### src/rtl/pmem_write_buffer.sv
// Line-granular eviction write buffer between the cache hierarchy and pmem.
// Optional build macro WBUF_COALESCE_EN: a write hitting a buffered line overwrites it in place.
module pmem_write_buffer #(
  parameter int DEPTH = 4
) (
  input  logic         clk,
  input  logic         rst_n,
  input  logic         mem_read,
  input  logic         mem_write,
  input  logic [31:0]  mem_address,
  input  logic [255:0] mem_wdata,
  output logic         mem_resp,
  output logic [255:0] mem_rdata,
  output logic         pmem_read,
  output logic         pmem_write,
  output logic [31:0]  pmem_address,
  output logic [255:0] pmem_wdata,
  input  logic         pmem_resp,
  input  logic [255:0] pmem_rdata
);
  localparam int AW = $clog2(DEPTH);
  localparam logic [AW:0] DEPTH_C = (AW+1)'(DEPTH);

  typedef enum logic [1:0] {S_IDLE, S_RESP, S_FILL, S_DRAIN} state_e;

  state_e                  state_q, state_d;
  logic [DEPTH-1:0]        vld_q, vld_d;
  logic [DEPTH-1:0][26:0]  tag_q;
  logic [DEPTH-1:0][255:0] line_q;
  logic [AW-1:0]           head_q, head_d, tail_q, tail_d;
  logic [AW:0]             cnt_q, cnt_d;
  logic [255:0]            rdata_q, rdata_d, pwdata_q, pwdata_d;
  logic [31:0]             paddr_q, paddr_d;

  logic [DEPTH-1:0]        match;
  logic                    hit, full, wr_ok, ent_we;
  logic [AW-1:0]           hit_idx, ent_idx, idx;
  logic                    unused_addr_lsb;

  assign unused_addr_lsb = ^mem_address[4:0];
  assign full = (cnt_q == DEPTH_C);

  for (genvar g = 0; g < DEPTH; g++) begin : g_match
    assign match[g] = vld_q[g] && (tag_q[g] == mem_address[31:5]);
  end

  // Walk oldest to youngest from head so the last match seen is the youngest.
  always_comb begin
    hit     = 1'b0;
    hit_idx = '0;
    idx     = '0;
    for (int k = 0; k < DEPTH; k++) begin
      idx = head_q + AW'(k);
      if (match[idx]) begin
        hit     = 1'b1;
        hit_idx = idx;
      end
    end
  end

`ifdef WBUF_COALESCE_EN
  assign wr_ok = hit || !full;
`else
  assign wr_ok = !full;
`endif

  always_comb begin
    state_d  = state_q;
    vld_d    = vld_q;
    head_d   = head_q;
    tail_d   = tail_q;
    cnt_d    = cnt_q;
    rdata_d  = rdata_q;
    paddr_d  = paddr_q;
    pwdata_d = pwdata_q;
    ent_we   = 1'b0;
    ent_idx  = tail_q;
    unique case (state_q)
      S_IDLE: begin
        if (mem_write) begin
          if (wr_ok) begin
            ent_we  = 1'b1;
            state_d = S_RESP;
`ifdef WBUF_COALESCE_EN
            if (hit) begin
              ent_idx = hit_idx;
            end else begin
              vld_d[tail_q] = 1'b1;
              tail_d        = tail_q + 1'b1;
              cnt_d         = cnt_q + 1'b1;
            end
`else
            vld_d[tail_q] = 1'b1;
            tail_d        = tail_q + 1'b1;
            cnt_d         = cnt_q + 1'b1;
`endif
          end else begin
            paddr_d  = {tag_q[head_q], 5'b0};
            pwdata_d = line_q[head_q];
            state_d  = S_DRAIN;
          end
        end else if (mem_read) begin
          if (hit) begin
            rdata_d = line_q[hit_idx];
            state_d = S_RESP;
          end else begin
            paddr_d = {mem_address[31:5], 5'b0};
            state_d = S_FILL;
          end
        end else if (cnt_q != '0) begin
          paddr_d  = {tag_q[head_q], 5'b0};
          pwdata_d = line_q[head_q];
          state_d  = S_DRAIN;
        end
      end
      S_FILL: begin
        if (pmem_resp) begin
          rdata_d = pmem_rdata;
          state_d = S_RESP;
        end
      end
      S_DRAIN: begin
        if (pmem_resp) begin
          vld_d[head_q] = 1'b0;
          head_d        = head_q + 1'b1;
          cnt_d         = cnt_q - 1'b1;
          state_d       = S_IDLE;
        end
      end
      S_RESP:  state_d = S_IDLE;
      default: state_d = S_IDLE;
    endcase
  end

  always_ff @(posedge clk) begin
    if (!rst_n) begin
      state_q  <= S_IDLE;
      vld_q    <= '0;
      head_q   <= '0;
      tail_q   <= '0;
      cnt_q    <= '0;
      rdata_q  <= '0;
      paddr_q  <= '0;
      pwdata_q <= '0;
    end else begin
      state_q  <= state_d;
      vld_q    <= vld_d;
      head_q   <= head_d;
      tail_q   <= tail_d;
      cnt_q    <= cnt_d;
      rdata_q  <= rdata_d;
      paddr_q  <= paddr_d;
      pwdata_q <= pwdata_d;
    end
  end

  // Payload needs no reset: valid bits gate every use.
  always_ff @(posedge clk) begin
    if (ent_we) begin
      tag_q[ent_idx]  <= mem_address[31:5];
      line_q[ent_idx] <= mem_wdata;
    end
  end

  assign mem_resp     = (state_q == S_RESP);
  assign pmem_read    = (state_q == S_FILL);
  assign pmem_write   = (state_q == S_DRAIN);
  assign mem_rdata    = rdata_q;
  assign pmem_address = paddr_q;
  assign pmem_wdata   = pwdata_q;
endmodule

### config.mk
export PLATFORM = sky130hd
export DESIGN_NAME = pmem_write_buffer
export DESIGN_NICKNAME = d
export VERILOG_FILES = /design/src/rtl/pmem_write_buffer.sv
export SDC_FILE = /design/constraint.sdc
export NUM_CORES = 2
export LEC_CHECK = 0
export ABC_CLOCK_PERIOD_IN_PS = 12510
export CORE_ASPECT_RATIO = 2
export CORE_MARGIN = 2
export CORE_UTILIZATION = 25
export CTS_CLUSTER_SIZE = 10
export DETAILED_ROUTE_END_ITERATION = 7
export SETUP_SLACK_MARGIN = 0.4
export SYNTH_ARGS = -nofsm -noshare
export SYNTH_HDL_FRONTEND = slang
export SYNTH_SLANG_ARGS = --single-unit
### constraint.sdc
create_clock -name clk -period 12.51 [get_ports clk]
set_input_delay 3.1275 -clock clk [delete_from_list [all_inputs] [get_ports clk]]
set_output_delay 3.1275 -clock clk [all_outputs]
set_load 0.05 [all_outputs]
Word-level counts from Yosys, hierarchy flattened
Cells that the tools add are included.
{"block": "classes", "bitwise_logic": 4, "n_lt_le_gt_ge": 8, "n_mux": 65, "n_addsub": 6, "n_eq_ne": 19, "reduce_logical": 19}
{"operator": "$mux W256", "count": 11}
{"operator": "$bmux W256 S2", "count": 2}
{"operator": "$bwmux W1024", "count": 1}
{"operator": "$demux W256 S2", "count": 1}
{"operator": "$pmux W256 S2", "count": 1}
{"operator": "$mux W32", "count": 5}
{"operator": "$bwmux W108", "count": 1}
{"operator": "$eq A27 B27 Y1", "count": 4}
{"operator": "$bmux W27 S2", "count": 1}
{"operator": "$demux W27 S2", "count": 1}
{"operator": "$mux W27", "count": 2}
{"operator": "$mux W2", "count": 11}
{"operator": "$lt A2 B3 Y1 const B", "count": 6}
{"operator": "$mux W1", "count": 13}
{"operator": "$mux W4", "count": 3}
{"operator": "$reduce_and A4 Y1", "count": 3}
{"operator": "$ne A2 B2 Y1 const B", "count": 5}
{"operator": "$mux W3", "count": 3}
{"operator": "$bmux W1 S2", "count": 4}
{"operator": "$ne A2 B1 Y1 const B", "count": 4}
{"operator": "$pmux W2 S4", "count": 1}
{"operator": "$pmux W4 S2", "count": 1}
{"operator": "$logic_and A1 B1 Y1", "count": 6}
{"operator": "$pmux W3 S2", "count": 1}
{"operator": "other kinds (21)", "count": 30}
{"block": "word_totals", "word_cells": 137, "input_bits": 549, "output_inout_bits": 547, "reg_bits": 1689}

Logic depth before layout (Yosys ltp)
{"block": "logic_depth", "word_depth": 14, "ltp_mapped": 13, "mapped_depth_nobuf": 10}

Least setup slack after synthesis
OpenSTA, ideal clock, no wires.
{"block": "synth_timing", "path_kind": "input to register", "from": "input port mem_write", "to": "register vld_q[0]", "arrival_ps": 10875, "path_stages": 4, "setup_slack_ps": 1546, "setup_ps": 89, "t_required_ps": 12421, "n_path_buf": 1, "cell_sequence": "and3_1 clkbuf_1 and2_1 o221a_2"}
{"block": "synth_between", "elab_chain_len": 2}
{"element": "start, declared", "line": "9", "source": "input logic mem_write,"}
{"element": "$ne A2 B2 Y1 (no line)"}
{"element": "$reduce_and A4 Y1 (no line)"}
{"element": "end signal, assigned", "line": "147", "source": "vld_q <= vld_d;"}
{"element": "end, declared", "line": "27", "source": "logic [DEPTH-1:0] vld_q, vld_d;"}
No other way between the ends.
A chain may end at the register's enable or synchronous reset.

Final worst setup path
{"block": "layout_timing", "from": "input port mem_address[21]", "to": "register rdata_q[159], in the netlist mem_rdata[159]"}
{"block": "layout_between", "elab_chain_len": 14, "word_cells_on_any_way": 32, "cone_classes": "eq/ne (5); mux (22); reduce/logical (5)"}
{"element": "start, declared", "line": "10", "source": "input logic [31:0] mem_address,"}
{"element": "$eq A27 B27 Y1", "line": "44", "source": "assign match[g] = vld_q[g] && (tag_q[g] == mem_address[31:5]);"}
{"element": "$logic_and A1 B1 Y1", "line": "44"}
{"element": "$bmux W1 S2", "line": "54", "source": "if (match[idx]) begin"}
{"element": "$mux W1 (implied by the code)", "line": "54"}
{"element": "$mux W2 (4 in series)", "line": "54"}
{"element": "$bmux W256 S2", "line": "104", "source": "rdata_d = line_q[hit_idx];"}
{"element": "$mux W256 (implied by the code)", "line": "104"}
{"element": "$mux W256", "line": "103", "source": "if (hit) begin"}
{"element": "$mux W256", "line": "102", "source": "end else if (mem_read) begin"}
{"element": "$mux W256", "line": "80", "source": "if (mem_write) begin"}
{"element": "$pmux W256 S2", "line": "78", "source": "unique case (state_q)"}
{"element": "end signal, assigned", "line": "151", "source": "rdata_q <= rdata_d;"}
{"element": "end, declared", "line": "32", "source": "logic [255:0] rdata_q, rdata_d, pwdata_q, pwdata_d;"}
Several ways; a longest one is shown, not always the timed one. The select of a mux whose other input is x is not followed.

==> impl_metrics.yaml <==
synth:
  synth_async_sr_flop_share: 0
  synth_cell_type_count: 48
  mean_syn_cell_area_um2: 14.5
  synthesis.yosys.warnings: 0
  yosys.area.top_type: "edfxtp_1"
  postSynthRegisterBits: 1684
  post_synth_main_area_contributors: "edfxtp_1 (47%), dfxtp_1 (15%), mux4_2 (8.7%)"
  gate_count_of_the_mapped_netlist: 5027
  count_of_flip_flops_with_a_built_in_enable_after_synthesis: 1132
  post_synth_instance_area_um2: 73000
  dominantRegCellSynth: "edfxtp_1"
  ys_seq_area_frac: 0.617
  synth_top_area_frac: 0.466
clock_network:
  cts_inserted_buffers: 198
  post_cts_hold_buffer_count: 0
  post_cts.repair.setup_buffers: 0
  clk_path_buf_depth: 4
  latest_clock_arrival_within_the_worst_skew_pair_ns: 0.85
  tritoncts: "yes"
  post_cts_resize_count: 0
  cts.reportedPaths.clkPinSlew_ns: 0.06
  cts_htree_levels: 4
  clockRootBuffer: "clkbuf_16"
  numClockSinks: 1684
power:
  static-leakage-power_uw: 0.0301
  power-per-cell-area_nw_per_um2: 154
  ir_worst_vdd_mv: 0.130
  p_seq_frac: 0.457
  internal_power_uw: 10300
  power.share.combinational: 0.171
  swShare: 0.287
  clock_power_share: 0.372
  netSwitchingPower_uw: 4130
grt:
  groute.usage.overall: 0.170
  via_count_of_the_first_global_routing_pass: 50400
  grt_overflow_total: 0
  grt_first_pass_wirelength_mm: 369
  grt_start_max_net_pins: 165
  antenna_found_initial: 79
timing:
  timing.setup.tns_ns: 0
  rsz0062_at_grt: "false"
  timing.final.hold_violations: 0
  worst_slew_pin_slew_ns: 1.20
  finClkSkew_ns: 0.0581
  final_period_minus_worst_setup_slack_ns: 8.29
  timing.final.max_slew_violations: 0
  crit_share_post_route: 0.662
  final-setup-viol-count: 0
  worst_slew_margin_rel: 0.202
  fmaxAchievable_mhz: 121
placed_design:
  final_gp_congestion: 0.820
  cell_count_post_placement: 9580
  port_buffers: 1085
  post-dp-hpwl_mm: 166
cells_and_area:
  area_grow_syn2layout_pct: 28.3
  layout.cells.most_common_list: "edfxtp_1 (1132), clkdlybuf4s50_1 (1084), nand2_1 (811)"
  layout-drive-gt1-share: 0.188
  layout.cells.non_filler: 9983
  most_frequent_standard_cell_in_the_layout_excluding_fill_and_tap_cells: "edfxtp_1"
  filler_cell_count: 28600
  nets: 6531
setup_path:
  end_kind: "flop"
  startpoint_type: "input port"
  cp_data_arrival_time_ns: 8.97
  timing.critical_path.buf_inv: 3
  crit_path_cell_trace: "clkdlybuf4s50_1, xnor2_1, nand4_1, nor4_1, nand4_1, nand3_1, o22ai_2, o31ai_4, buf_12, buf_12, mux2_2, a221oi_1, a21oi_1"
  timing.critical_path.slowest_stage_cell: "xnor2_1"
  timing.critical_path.slowest_cell_delay_ns: 0.67
  cp_max_fo: 122
  critical-path-top-delay-family: "buffers and inverters"
  cp_data_required_time_ns: 13.20
  criticalPathCategory: "in2reg"
routing:
  routed_wl_mm: 262
  drt-initial-drc-count: 2976
  drt-wirelength-per-cell_um: 26.3
  vias: 48200
  drt_first_pass_iters: 5
  via_per_inst: 4.83
  residual_antenna_violating_net_count_after_detailed_routing: 0
  route.detailed.drc: 0
die:
  pin_count: 1096
  chipWidth_um: 386
  coreArea_um2: 290000
  start_util: 0.251
  std_cell_rows: 280
  die_area_um2: 297000
  floorplan.die.height_um: 768
min_path:
  hp-class: "reg2reg"
status:
  run_status: "completed"
flow_run:
  max-cap-violations: 0
[tightest hold or removal path, stage by stage, from the launching register on]
cell      delay [ns]
dfxtp_1         0.31
nand2_1         0.04
a21boi_0        0.06
[cell type report]
| cell class | count | area (um2) | area share |
|---|---|---|---|
| Sequential cell | 1684 | 45100 | 0.481 |
| Clock buffer | 342 | 5540 | 0.0591 |
| Multi-Input combinational cell | 2914 | 26200 | 0.279 |
| Clock inverter | 14 | 231 | 0.00247 |
| Antenna cell | 47 | 118 | 0.00126 |
| Timing Repair Buffer | 1164 | 11800 | 0.126 |
| Tap cell | 3807 | 4760 | 0.0509 |
| Inverter | 11 | 41.3 | 0.000441 |
[final timing paths]
check                  startpoint               to  slack (ns)  cells past startpoint
hold reg to reg   pmem_wdata[146]  pmem_wdata[146]        0.46                      2
hold / removal    pmem_wdata[146]  pmem_wdata[146]        0.46                      2
setup / recovery  mem_address[21]   mem_rdata[159]        4.22                     13
setup reg to reg        tag_q[16]   mem_rdata[159]        6.80                     12
[layer usage]
| metal | global-route usage | wire length (um) | share of wire | up-vias |
|---|---|---|---|---|
| met1 | 0.201 | 102000 | 0.39 | 24700 |
| met5 | 0 | 392 | 0.0015 | - |
| met3 | 0.0634 | 28000 | 0.11 | 414 |
| li1 | - | - | - | 21100 |
| met4 | 0.0731 | 10400 | 0.039 | 60 |
| met2 | 0.273 | 121000 | 0.46 | 1932 |
[synthesized netlist by cell type (22+ instances only)]
master / instances
mux2i_1: 30
mux4_2: 283
mux2_1: 186
mux2_2: 226
edfxtp_1: 1132
a221oi_2: 224
a21oi_1: 261
buf_2: 47
nand2_1: 811
buf_6: 22
a221oi_1: 32
mux2_4: 101
dfxtp_1: 552
a21boi_0: 257
xnor2_1: 88
xor2_1: 25
clkbuf_1: 262
buf_1: 83
nand4_1: 23
o211a_1: 28
o21ai_0: 258
[cell families after synthesis]
| family | synth area share |
|---|---|
| XOR/XNOR | 0.0136 |
| buffers and inverters | 0.0257 |
| AO/OA/AOI/OAI | 0.117 |
| flip-flops | 0.617 |
| adder cells (fa/ha/maj) | 0.00165 |
| multiplexers | 0.176 |
| AND/OR/NAND/NOR | 0.0488 |
| other | 0.0000514 |
[registers in the layout, summed over array words and instances, names as in the netlist]
register / count
head_q: 2
cnt_q: 3
state_q: 2
ent_idx: 2
tag_q: 108
line_q: 1024
mem_rdata: 256
pmem_wdata: 256
pmem_address: 27
vld_q: 4
[per-stage QoR]
step	total power, uW	hold slack, ns	setup slack (ns)	util	instance area [um2]
after floorplan	8120	0.494	1.55	-	73000
after global placement	9130	0.453	3.76	0.302	87800
after detailed placement	9170	0.459	3.58	0.302	87800
after CTS	14600	0.466	4.52	0.322	93500
after global routing	14900	0.481	4.15	0.322	93600
final	14400	0.463	4.22	0.323	93700
[power groups by stage]
stage / clock (uW) / combinational [uW] / sequential, uW
after floorplan: 0 / 885 / 7240
after global placement: 0 / 2470 / 6660
after detailed placement: 0 / 2480 / 6690
after CTS: 5490 / 2490 / 6580
after global routing: 5670 / 2590 / 6620
final: 5350 / 2460 / 6580
No activity file was read; power rests on OpenSTA's default activity.
